**config.mk**
```make
export PLATFORM = sky130hd
export DESIGN_NAME = ramb4_s1_arb_flat
export DESIGN_NICKNAME = d
export VERILOG_FILES = /design/src/rtl/ramb4_s1_arb_pkg.sv /design/src/rtl/ramb4_s1_arb_if.sv /design/src/rtl/ramb4_s1_rr2.sv /design/src/rtl/ramb4_s1_arb.sv /design/src/flat_wrapper.sv
export SDC_FILE = /design/constraint.sdc
export NUM_CORES = 1
export LEC_CHECK = 0
export BUFFER_PORTS_ARGS = -buffer_cell sky130_fd_sc_hd__buf_4
export CAP_MARGIN = 20
export CORE_MARGIN = 5
export CORE_UTILIZATION = 39
export DETAILED_ROUTE_END_ITERATION = 8
export MAX_ROUTING_LAYER = met4
export PLACE_DENSITY = 0.75
export SLEW_MARGIN = 5
export SYNTH_ARGS = -nofsm -noshare
export SYNTH_HDL_FRONTEND = slang
export SYNTH_SLANG_ARGS = --single-unit
export TNS_END_PERCENT = 30
```
**constraint.sdc**
```tcl
create_clock -name clk -period 1.6 [get_ports clk]
set_clock_uncertainty 0.15 [all_clocks]
set_input_delay 0.08 -clock clk [delete_from_list [all_inputs] [get_ports clk]]
set_output_delay 0.08 -clock clk [all_outputs]
set_load 0.005 [all_outputs]
```
**src/rtl/ramb4_s1_arb_pkg.sv**
```systemverilog
// ==================================================================
// ramb4_s1_arb_pkg : shared widths, FSM state and RAM command type
// Revision: 1.0
// ==================================================================
`default_nettype none

package ramb4_s1_arb_pkg;

    localparam int ADDR_W = 12;
    localparam int DEPTH  = 4096;

    typedef enum logic [0:0] {
        SERVE = 1'b0,
        CLEAR = 1'b1
    } state_t;

    typedef struct packed {
        logic              en;
        logic              we;
        logic [ADDR_W-1:0] addr;
        logic              di;
    } ram_cmd_t;

endpackage

`default_nettype wire

```
**src/rtl/ramb4_s1_arb_if.sv**
```systemverilog
// ==================================================================
// ramb4_s1_arb_if : two requester ports (A/B) of the RAM arbiter
// Revision: 1.0
// ==================================================================
`default_nettype none

interface ramb4_s1_arb_if;
    import ramb4_s1_arb_pkg::*;

    logic              req_a;
    logic              req_b;
    logic              we_a;
    logic              we_b;
    logic [ADDR_W-1:0] addr_a;
    logic [ADDR_W-1:0] addr_b;
    logic              di_a;
    logic              di_b;
    logic              gnt_a;
    logic              gnt_b;
    logic              rvalid_a;
    logic              rvalid_b;
    logic              rdata_a;
    logic              rdata_b;

    modport master (
        output req_a, req_b, we_a, we_b, addr_a, addr_b, di_a, di_b,
        input  gnt_a, gnt_b, rvalid_a, rvalid_b, rdata_a, rdata_b
    );

    modport slave (
        input  req_a, req_b, we_a, we_b, addr_a, addr_b, di_a, di_b,
        output gnt_a, gnt_b, rvalid_a, rvalid_b, rdata_a, rdata_b
    );

endinterface

`default_nettype wire

```
**src/rtl/ramb4_s1_rr2.sv**
```systemverilog
// ==================================================================
// ramb4_s1_rr2 : two-way round-robin pick, one-hot grant (bit0 = A)
// Revision: 1.0
// ==================================================================
`default_nettype none

module ramb4_s1_rr2 (
    input  logic [1:0] req,
    input  logic       pointer,
    output logic [1:0] gnt
);

    // pointer = 1 gives A priority on contention
    always_comb begin
        gnt = 2'b00;
        case (req)
            2'b01:   gnt = 2'b01;
            2'b10:   gnt = 2'b10;
            2'b11:   gnt = pointer ? 2'b01 : 2'b10;
            default: gnt = 2'b00;
        endcase
    end

endmodule

`default_nettype wire

```
**src/rtl/ramb4_s1_arb.sv**
```systemverilog
// ==================================================================
// ramb4_s1_arb : round-robin two-port arbiter with full-array clear
// Revision: 1.0
// ==================================================================
`default_nettype none

module ramb4_s1_arb
    import ramb4_s1_arb_pkg::*;
#(
    parameter logic CLR_VALUE = 1'b0,
    parameter bit   FIRST_A   = 1'b1
) (
    input  wire logic              clk,
    input  wire logic              rst_n,
    ramb4_s1_arb_if.slave          bus,
    input  wire logic              clr_start,
    output logic                   clr_busy,
    output logic                   clr_done,
    output logic                   ram_en,
    output logic                   ram_we,
    output logic [ADDR_W-1:0]      ram_addr,
    output logic                   ram_di,
    input  wire logic              ram_do
);

    localparam logic [ADDR_W-1:0] c_last_addr = ADDR_W'(DEPTH - 1);

    state_t            r_state;
    state_t            w_state_next;
    logic [ADDR_W-1:0] r_clr_cnt;
    logic              r_ptr_a;
    logic              r_rvalid_a;
    logic              r_rvalid_b;
    logic              r_clr_done;
    logic [1:0]        w_req;
    logic [1:0]        w_gnt;
    ram_cmd_t          w_cmd;

    // Requests are masked while clearing and while reset is held low
    assign w_req = {bus.req_b, bus.req_a} & {2{(r_state == SERVE) & rst_n}};

    ramb4_s1_rr2 u_rr2 (
        .req     (w_req),
        .pointer (r_ptr_a),
        .gnt     (w_gnt)
    );

    always_ff @(posedge clk or negedge rst_n) begin
        if (!rst_n) begin
            r_state <= SERVE;
        end else begin
            r_state <= w_state_next;
        end
    end

    always_comb begin
        w_state_next = r_state;
        case (r_state)
            SERVE:   if (clr_start) w_state_next = CLEAR;
            CLEAR:   if (r_clr_cnt == c_last_addr) w_state_next = SERVE;
            default: w_state_next = SERVE;
        endcase
    end

    always_comb begin
        w_cmd = '0;
        case (r_state)
            CLEAR: begin
                w_cmd.en   = 1'b1;
                w_cmd.we   = 1'b1;
                w_cmd.addr = r_clr_cnt;
                w_cmd.di   = CLR_VALUE;
            end
            default: begin
                if (w_gnt[0]) begin
                    w_cmd.en   = 1'b1;
                    w_cmd.we   = bus.we_a;
                    w_cmd.addr = bus.addr_a;
                    w_cmd.di   = bus.di_a;
                end else if (w_gnt[1]) begin
                    w_cmd.en   = 1'b1;
                    w_cmd.we   = bus.we_b;
                    w_cmd.addr = bus.addr_b;
                    w_cmd.di   = bus.di_b;
                end
            end
        endcase
        ram_en       = w_cmd.en;
        ram_we       = w_cmd.we;
        ram_addr     = w_cmd.addr;
        ram_di       = w_cmd.di;
        bus.gnt_a    = w_gnt[0];
        bus.gnt_b    = w_gnt[1];
        bus.rvalid_a = r_rvalid_a;
        bus.rvalid_b = r_rvalid_b;
        bus.rdata_a  = r_rvalid_a & ram_do;
        bus.rdata_b  = r_rvalid_b & ram_do;
        clr_busy     = (r_state == CLEAR);
        clr_done     = r_clr_done;
    end

    // Read returns are tracked independently of the FSM so a read granted
    // in the clr_start cycle still completes during the first clear cycle.
    always_ff @(posedge clk or negedge rst_n) begin
        if (!rst_n) begin
            r_clr_cnt  <= '0;
            r_ptr_a    <= FIRST_A;
            r_rvalid_a <= 1'b0;
            r_rvalid_b <= 1'b0;
            r_clr_done <= 1'b0;
        end else begin
            r_rvalid_a <= w_gnt[0] & ~bus.we_a;
            r_rvalid_b <= w_gnt[1] & ~bus.we_b;
            if (w_gnt[0]) begin
                r_ptr_a <= 1'b0;
            end else if (w_gnt[1]) begin
                r_ptr_a <= 1'b1;
            end
            r_clr_done <= (r_state == CLEAR) && (r_clr_cnt == c_last_addr);
            if (r_state == CLEAR) begin
                r_clr_cnt <= r_clr_cnt + 1'b1;
            end else begin
                r_clr_cnt <= '0;
            end
        end
    end

endmodule

`default_nettype wire

```
**src/flat_wrapper.sv**
```systemverilog
// flat-port wrapper written by rule: the top's interface ports become plain ports
module ramb4_s1_arb_flat import ramb4_s1_arb_pkg::*;
#(
    parameter logic CLR_VALUE = 1'b0,
    parameter bit   FIRST_A   = 1'b1
)
  (clk, rst_n, clr_start, clr_busy, clr_done, ram_en, ram_we, ram_addr, ram_di, ram_do, bus_req_a, bus_req_b, bus_we_a, bus_we_b, bus_addr_a, bus_addr_b, bus_di_a, bus_di_b, bus_gnt_a, bus_gnt_b, bus_rvalid_a, bus_rvalid_b, bus_rdata_a, bus_rdata_b);
  ramb4_s1_arb_if bus_i ();
  input  wire logic clk;
  input  wire logic rst_n;
  input  wire logic clr_start;
  output logic clr_busy;
  output logic clr_done;
  output logic ram_en;
  output logic ram_we;
  output logic [ADDR_W-1:0] ram_addr;
  output logic ram_di;
  input  wire logic ram_do;
  input wire logic [$bits(bus_i.req_a)-1:0] bus_req_a;
  input wire logic [$bits(bus_i.req_b)-1:0] bus_req_b;
  input wire logic [$bits(bus_i.we_a)-1:0] bus_we_a;
  input wire logic [$bits(bus_i.we_b)-1:0] bus_we_b;
  input wire logic [$bits(bus_i.addr_a)-1:0] bus_addr_a;
  input wire logic [$bits(bus_i.addr_b)-1:0] bus_addr_b;
  input wire logic [$bits(bus_i.di_a)-1:0] bus_di_a;
  input wire logic [$bits(bus_i.di_b)-1:0] bus_di_b;
  output wire logic [$bits(bus_i.gnt_a)-1:0] bus_gnt_a;
  output wire logic [$bits(bus_i.gnt_b)-1:0] bus_gnt_b;
  output wire logic [$bits(bus_i.rvalid_a)-1:0] bus_rvalid_a;
  output wire logic [$bits(bus_i.rvalid_b)-1:0] bus_rvalid_b;
  output wire logic [$bits(bus_i.rdata_a)-1:0] bus_rdata_a;
  output wire logic [$bits(bus_i.rdata_b)-1:0] bus_rdata_b;
  assign bus_i.req_a = bus_req_a;
  assign bus_i.req_b = bus_req_b;
  assign bus_i.we_a = bus_we_a;
  assign bus_i.we_b = bus_we_b;
  assign bus_i.addr_a = bus_addr_a;
  assign bus_i.addr_b = bus_addr_b;
  assign bus_i.di_a = bus_di_a;
  assign bus_i.di_b = bus_di_b;
  assign bus_gnt_a = bus_i.gnt_a;
  assign bus_gnt_b = bus_i.gnt_b;
  assign bus_rvalid_a = bus_i.rvalid_a;
  assign bus_rvalid_b = bus_i.rvalid_b;
  assign bus_rdata_a = bus_i.rdata_a;
  assign bus_rdata_b = bus_i.rdata_b;
  ramb4_s1_arb #(.CLR_VALUE(CLR_VALUE), .FIRST_A(FIRST_A)) u_core (.clk(clk), .rst_n(rst_n), .bus(bus_i), .clr_start(clr_start), .clr_busy(clr_busy), .clr_done(clr_done), .ram_en(ram_en), .ram_we(ram_we), .ram_addr(ram_addr), .ram_di(ram_di), .ram_do(ram_do));
endmodule
```
# Word-level counts from Yosys, hierarchy flattened

Index checks and enable logic that the tools add are counted.

Word-level logic and storage cells: 33
Register bits after elaboration: 17
Output and inout bits: 23
Memory bits (writable): 0
Bits in latches: 0
Memories: 0
Memory bits (read-only): 0

Div/mod/pow operators: 0
Multipliers: 0
Bitwise gates (word level): 9
Add/subtract/negate cells: 1
Magnitude comparators: 0
Muxes and demuxes: 11
Shift operators: 0
Reduce and logical (&&, ||, !) cells: 2
Eq/ne operators: 4

Operators by type and width:

| cell                    | number |
|---|---|
| $mux W15                | 3 |
| $add A12 B1 Y12 const B | 1 |
| $eq A12 B12 Y1 const B  | 1 |
| $mux W12                | 1 |
| $pmux W2 S3             | 1 |
| $and A1 B1 Y1           | 5 |
| $eq A2 B2 Y1 const B    | 2 |
| $mux W1                 | 4 |
| $not A1 Y1              | 3 |
| $and A2 B2 Y2           | 1 |
| $eq A2 B1 Y1 const B    | 1 |
| $mux W2                 | 1 |
| $pmux W1 S2             | 1 |
| $reduce_bool A2 Y1      | 1 |
| $logic_and A1 B1 Y1     | 1 |

# Logic depth before layout (Yosys ltp)

Depth in word-level cells: 8
Depth in mapped cells: 4
Mapped depth without buffers: 4

# Cells and area by module

A second synthesis with hierarchy kept.

Cells, all modules: 121
Area total of the unflattened synthesis: 1018.5 µm²

By module, submodules not included:

| module       | area each (µm²) | cells each | seq. area each (µm²) | instances |
|---|---|---|---|---|
| ramb4_s1_arb | 999.7           | 118        | 426.7                | 1 |
| ramb4_s1_rr2 | 18.8            | 3          | 0.0                  | 1 |

# Worst setup path before layout

OpenSTA, ideal clock, no wires.

Kind: register to register
Start: register u_core.r_clr_cnt[0]
End: register u_core.r_clr_cnt[10]
Required time: 1.325 ns
Setup time: 0.125 ns
Arrival time: 1.232 ns
Slack: 0.093 ns
Cell stages (with the launch flop): 5
Path buffers: 0
Period minus slack after synthesis: 1.507 ns
Cell sequence: dfrtp_1 ha_1 nand3_1 nor3_1 mux2_2

Longest elaborated chain between the ends: 2

Ends and longest elaborated chain:

| what                   | RTL line            | RTL |
|---|---|---|
| from (decl)            | ramb4_s1_arb.sv:30  | `logic [ADDR_W-1:0] r_clr_cnt;` |
| from (signal assigned) | ramb4_s1_arb.sv:121 | `r_clr_cnt <= r_clr_cnt + 1'b1;` |
| $add A12 B1 Y12        | ramb4_s1_arb.sv:121 |  |
| $mux W12               | ramb4_s1_arb.sv:120 | `if (r_state == CLEAR) begin` |

Every way passes these cells.
A chain may end at the register's enable or synchronous reset.

# Worst setup path after layout

Start: register u_core.r_state (netlist: u_core.clr_busy)
End: output ram_addr[3]

Longest elaborated chain between the ends: 8
Elaborated cells on any way between the ends: 10
Those cells by class: eq/ne (3); mux (4); bitwise (3)

Ends and longest elaborated chain:

| what                                         | RTL line           | RTL |
|---|---|---|
| from (decl)                                  | ramb4_s1_arb.sv:28 | `state_t r_state;` |
| from (signal assigned)                       | ramb4_s1_arb.sv:52 | `r_state <= w_state_next;` |
| $not A1 Y1                                   | ramb4_s1_arb.sv:40 | `assign w_req = {bus.req_b, bus.req_a} & {2{(r_state == SERVE) & rst_n}};` |
| $and A1 B1 Y1                                | ramb4_s1_arb.sv:40 |  |
| $and A2 B2 Y2                                | ramb4_s1_arb.sv:40 |  |
| $eq A2 B2 Y1 or $eq A2 B1 Y1 (tied branches) | ramb4_s1_rr2.sv:16 | `case (req)` |
| $pmux W2 S3                                  | ramb4_s1_rr2.sv:16 |  |
| $mux W15                                     | ramb4_s1_arb.sv:80 | `end else if (w_gnt[1]) begin` |
| $mux W15                                     | ramb4_s1_arb.sv:75 | `if (w_gnt[0]) begin` |
| $mux W15 *                                   | ramb4_s1_arb.sv:67 | `case (r_state)` |
| to (decl)                                    | flat_wrapper.sv:16 | `output logic [ADDR_W-1:0] ram_addr;` |

Every way passes the cells marked *; elsewhere a longest branch is shown, timed or not.

==> flow_metrics.py <==
metrics = {
    "yosys": {
        "ys_warn_count": 0,
        "synth-simple-area-share_pct": 25.5,
        "ys_seq_elements": 17,
        "netlist_instances": 105,
        "avgSynthCellArea_um2": 9.74,
        "ys_seq_area_share_pct": 41.7,
        "synthAdderAreaFrac_pct": 1.22,
        "synth_area_mm2": 0.00102,
        "ys_types": 33,
        "synth_top_family_by_area": "simple AND/OR/NAND/NOR gates",
        "synth_xor_area_share_pct": 2.57,
        "synthMuxAreaShare_pct": 4.28,
        "syn_nets": 140,
        "synth_compound_area_share_pct": 20.9,
    },
    "layout": {
        "layout-drive-gt1-share_pct": 48.6,
        "synthToLayoutAreaGrowth_pct": 65.2,
        "diodes": 0,
        "fin_area_mm2": 0.00169,
        "final_util_pct": 67.6,
        "final_cells": 209,
        "nNetsFinal": 215,
    },
    "die": {
        "pin_count": 57,
        "die_w_um": 61.2,
        "start_util_pct": 40.9,
        "die_y_um": 61.2,
        "rows": 18,
        "core_mm2": 0.00250,
        "die-area_mm2": 0.00374,
    },
    "worst_setup_path": {
        "cp.arrival_ns": 1.61,
        "startpoint_type": "register",
        "crit_cells": 5,
        "crit_family": "compound AO/OA/AOI/OAI gates",
        "critPathMaxFanout": 6,
        "max_stage_delay_ns": 0.37,
        "cp-end-kind": "primary output",
        "critPathBufInv": 2,
        "path_cells": "and3b_1, a21boi_4, buf_6, a221o_1, buf_4",
        "r2r_cells": 3,
        "path_class": "register to primary output",
        "worstPathRequired_ns": 1.37,
        "cp_slowest_cell": "dfrtp_1",
    },
    "clock_network": {
        "root_buffer": "clkbuf_4",
        "clk_pin_slew_worst_paths_ns": 0.10,
        "cts_tree": "yes",
        "clk_latency_ns": 0.30,
        "hold_buffers": 5,
        "cts.sinks": 17,
        "cts_buffers": 3,
        "cts_buffer_depth": 2,
        "htreeDepth": 1,
    },
    "global_route": {
        "grt_first_pass_wirelength_um": 5100,
        "grt_overflow_total": 0,
        "antenna_found_initial": 0,
        "grt_pass1_vias": 1120,
        "grt_usage_pct": 19.1,
        "grt_max_degree": 17,
    },
    "sta": {
        "clock.fmax_mhz": 544,
        "min_period_ns": 1.84,
        "holdWs_ns": -0.0221,
        "slew_headroom_pct": 65.1,
        "setup_viol": 16,
        "rsz0062_at_grt": "true",
        "slew_violations": 0,
        "worst_slew_pin_slew_ns": 0.521,
        "layout_worst_path_cycle_share_pct": 115,
        "setup_slack_ns": -0.238,
        "hold_viol": 1,
    },
    "placed_design": {
        "dpl_worst_slack_ns": 0.0290,
        "port_buffers": 56,
        "dp_hpwl_um": 2470,
        "gp_congestion": 0.880,
        "dp.cells": 197,
        "dpl_cell_area_mm2": 0.00153,
    },
    "pwr": {
        "sw_frac_of_total_pct": 34.2,
        "p_switching_mw": 0.511,
        "p_int_mw": 0.982,
        "leakagePower_nw": 0.809,
        "vdd_drop_max_uv": 675,
        "combPwrFrac_pct": 41.0,
        "pwr-share-clk_pct": 16.3,
        "seq_power_share_pct": 42.7,
        "powerDensity_mw_per_mm2": 884,
    },
    "detailed_routing": {
        "drt-vias-per-instance": 5.35,
        "drt_wl_total_um": 3170,
        "ant_nets": 0,
        "wl_per_cell_um": 15.1,
        "drt_iter0_drc": 28,
        "route.detailed.drc": 0,
        "dr.pass1.iters": 4,
        "vias": 1119,
    },
    "hold_path": {
        "hold_class": "primary input to register",
        "hold_depth": 3,
    },
    "outcome": {
        "outcome": "complete, but fails checks",
        "failed_checks": "hold timing, setup timing",
    },
    "flow_run": {
        "max_cap_violations": 0,
    },
}
-- state kept, by name, summed over array words and instances, names as in the netlist --
signal,cells
u_core.r_clr_cnt,12
u_core.bus.rvalid_b,1
u_core.clr_busy,1
u_core.clr_done,1
u_core.r_ptr_a,1
u_core.bus.rvalid_a,1
-- stage by stage --
| stage | TNS [ns] | power [mW] |
|---|---|---|
| 2_1_floorplan | 0 | 0.922 |
| 3_3_place_gp | 0 | 1.22 |
| 3_5_place_dp | 0 | 1.24 |
| 4_1_cts | -3.60 | 1.49 |
| 5_1_grt | -5.05 | 1.61 |
| 6_report | -3.39 | 1.49 |
-- cell usage in the layout (no fill, tap or decap), types with 2 or more instances in the layout --
| cell | n |
|---|---|
| buf_4 | 59 |
| dfrtp_1 | 15 |
| a221o_1 | 13 |
| and2_1 | 12 |
| nor2_1 | 10 |
| buf_6 | 9 |
| nand2_1 | 5 |
| dlygate4sd3_1 | 5 |
| nand3_1 | 4 |
| o21ai_0 | 4 |
| a21oi_1 | 4 |
| inv_1 | 3 |
| mux2_2 | 3 |
| clkbuf_4 | 3 |
| nor3_2 | 2 |
| nand4_1 | 2 |
| or3_2 | 2 |
| xor2_1 | 2 |
| nor2b_1 | 2 |
-- tightest hold or removal path: stages --
cell and delay, ns:
buf_4 0.13, nand3b_1 0.13, mux2i_1 0.09
-- cell usage after synthesis --
| cell type | number | area, um2 |
|---|---|---|
| dfrtp_1 | 16 | 400 |
| a221o_1 | 13 | 130 |
| and2_1 | 12 | 75.1 |
| nor2_1 | 10 | 37.5 |
| nand2_1 | 5 | 18.8 |
| a21oi_1 | 4 | 20.0 |
| inv_1 | 4 | 15.0 |
| nand3_1 | 4 | 20.0 |
| o21ai_0 | 4 | 20.0 |
| mux2_2 | 3 | 33.8 |
| nor3_1 | 3 | 15.0 |
| clkbuf_1 | 2 | 7.51 |
| nand4_1 | 2 | 12.5 |
| nor2b_1 | 2 | 12.5 |
| or3_2 | 2 | 15.0 |
| xor2_1 | 2 | 17.5 |
| a21boi_4 | 1 | 18.8 |
| a21oi_2 | 1 | 8.76 |
| a22o_1 | 1 | 8.76 |
| and2_2 | 1 | 7.51 |
| and3b_1 | 1 | 8.76 |
| buf_2 | 1 | 5.00 |
| buf_6 | 1 | 11.3 |
| dfstp_2 | 1 | 26.3 |
| ha_1 | 1 | 12.5 |
| mux2i_1 | 1 | 10.0 |
| nand3_2 | 1 | 10.0 |
| nand3b_1 | 1 | 7.51 |
| nor4_1 | 1 | 6.26 |
| o31ai_1 | 1 | 7.51 |
| or3_1 | 1 | 6.26 |
| or4_1 | 1 | 7.51 |
| xnor2_1 | 1 | 8.76 |
-- per-layer routing --
metal	global-route usage (%)	share of wire [%]
met2	33.7	52
met5	-	0
met3	4.40	7.6
met1	21.5	40
met4	5.26	0.76
-- worst paths after layout --
path / endpoint / from / slack [ns]
hold / removal: u_core.r_ptr_a / bus_req_b / -0.02
setup / recovery: ram_addr[3] / u_core.clr_busy / -0.24
setup reg to reg: u_core.r_clr_cnt[11] / u_core.r_clr_cnt[6] / 0.01
max in group asynchronous: u_core.r_clr_cnt[3] / rst_n / 0.70
hold reg to reg: u_core.r_clr_cnt[0] / u_core.r_clr_cnt[0] / 0.36
min in group asynchronous: u_core.bus.rvalid_b / rst_n / 0.14
-- power groups by stage --
stage / Sequential, mW / Combinational [mW] / Clock (mW)
after floorplan: 0.612 / 0.310 / 0
after global placement: 0.632 / 0.584 / 0
after detailed placement: 0.638 / 0.603 / 0
after CTS: 0.630 / 0.615 / 0.248
after global routing: 0.657 / 0.686 / 0.271
final: 0.637 / 0.613 / 0.243
-- cells by family after synthesis --
logic type	count (synthesis)
AND/OR/NAND/NOR	47
flip-flops	17
multiplexers	4
AO/OA/AOI/OAI	25
adder cells (fa/ha/maj)	1
XOR/XNOR	3
buffers and inverters	8
-- layout make-up --
class                   instances  area [um2]
flip-flops and latches         17         428
clock buffers                   3        22.5
clock inverters                 1        5.00
well taps                      30        37.5
fillers                       215         811
multi-input cells              80         567
inverters                       4        20.0
repair buffers                 74         609
-- what timing repair did --
item                                    in CTS  in global routing
endpoints found under the setup margin      18                 22
pin swaps                                   14                  1
resized for setup                           13                  5
hold endpoints to repair                    21                  1
buffers inserted                             2                  0
cloned                                       1                  0
(Power assumes the default switching activity.)
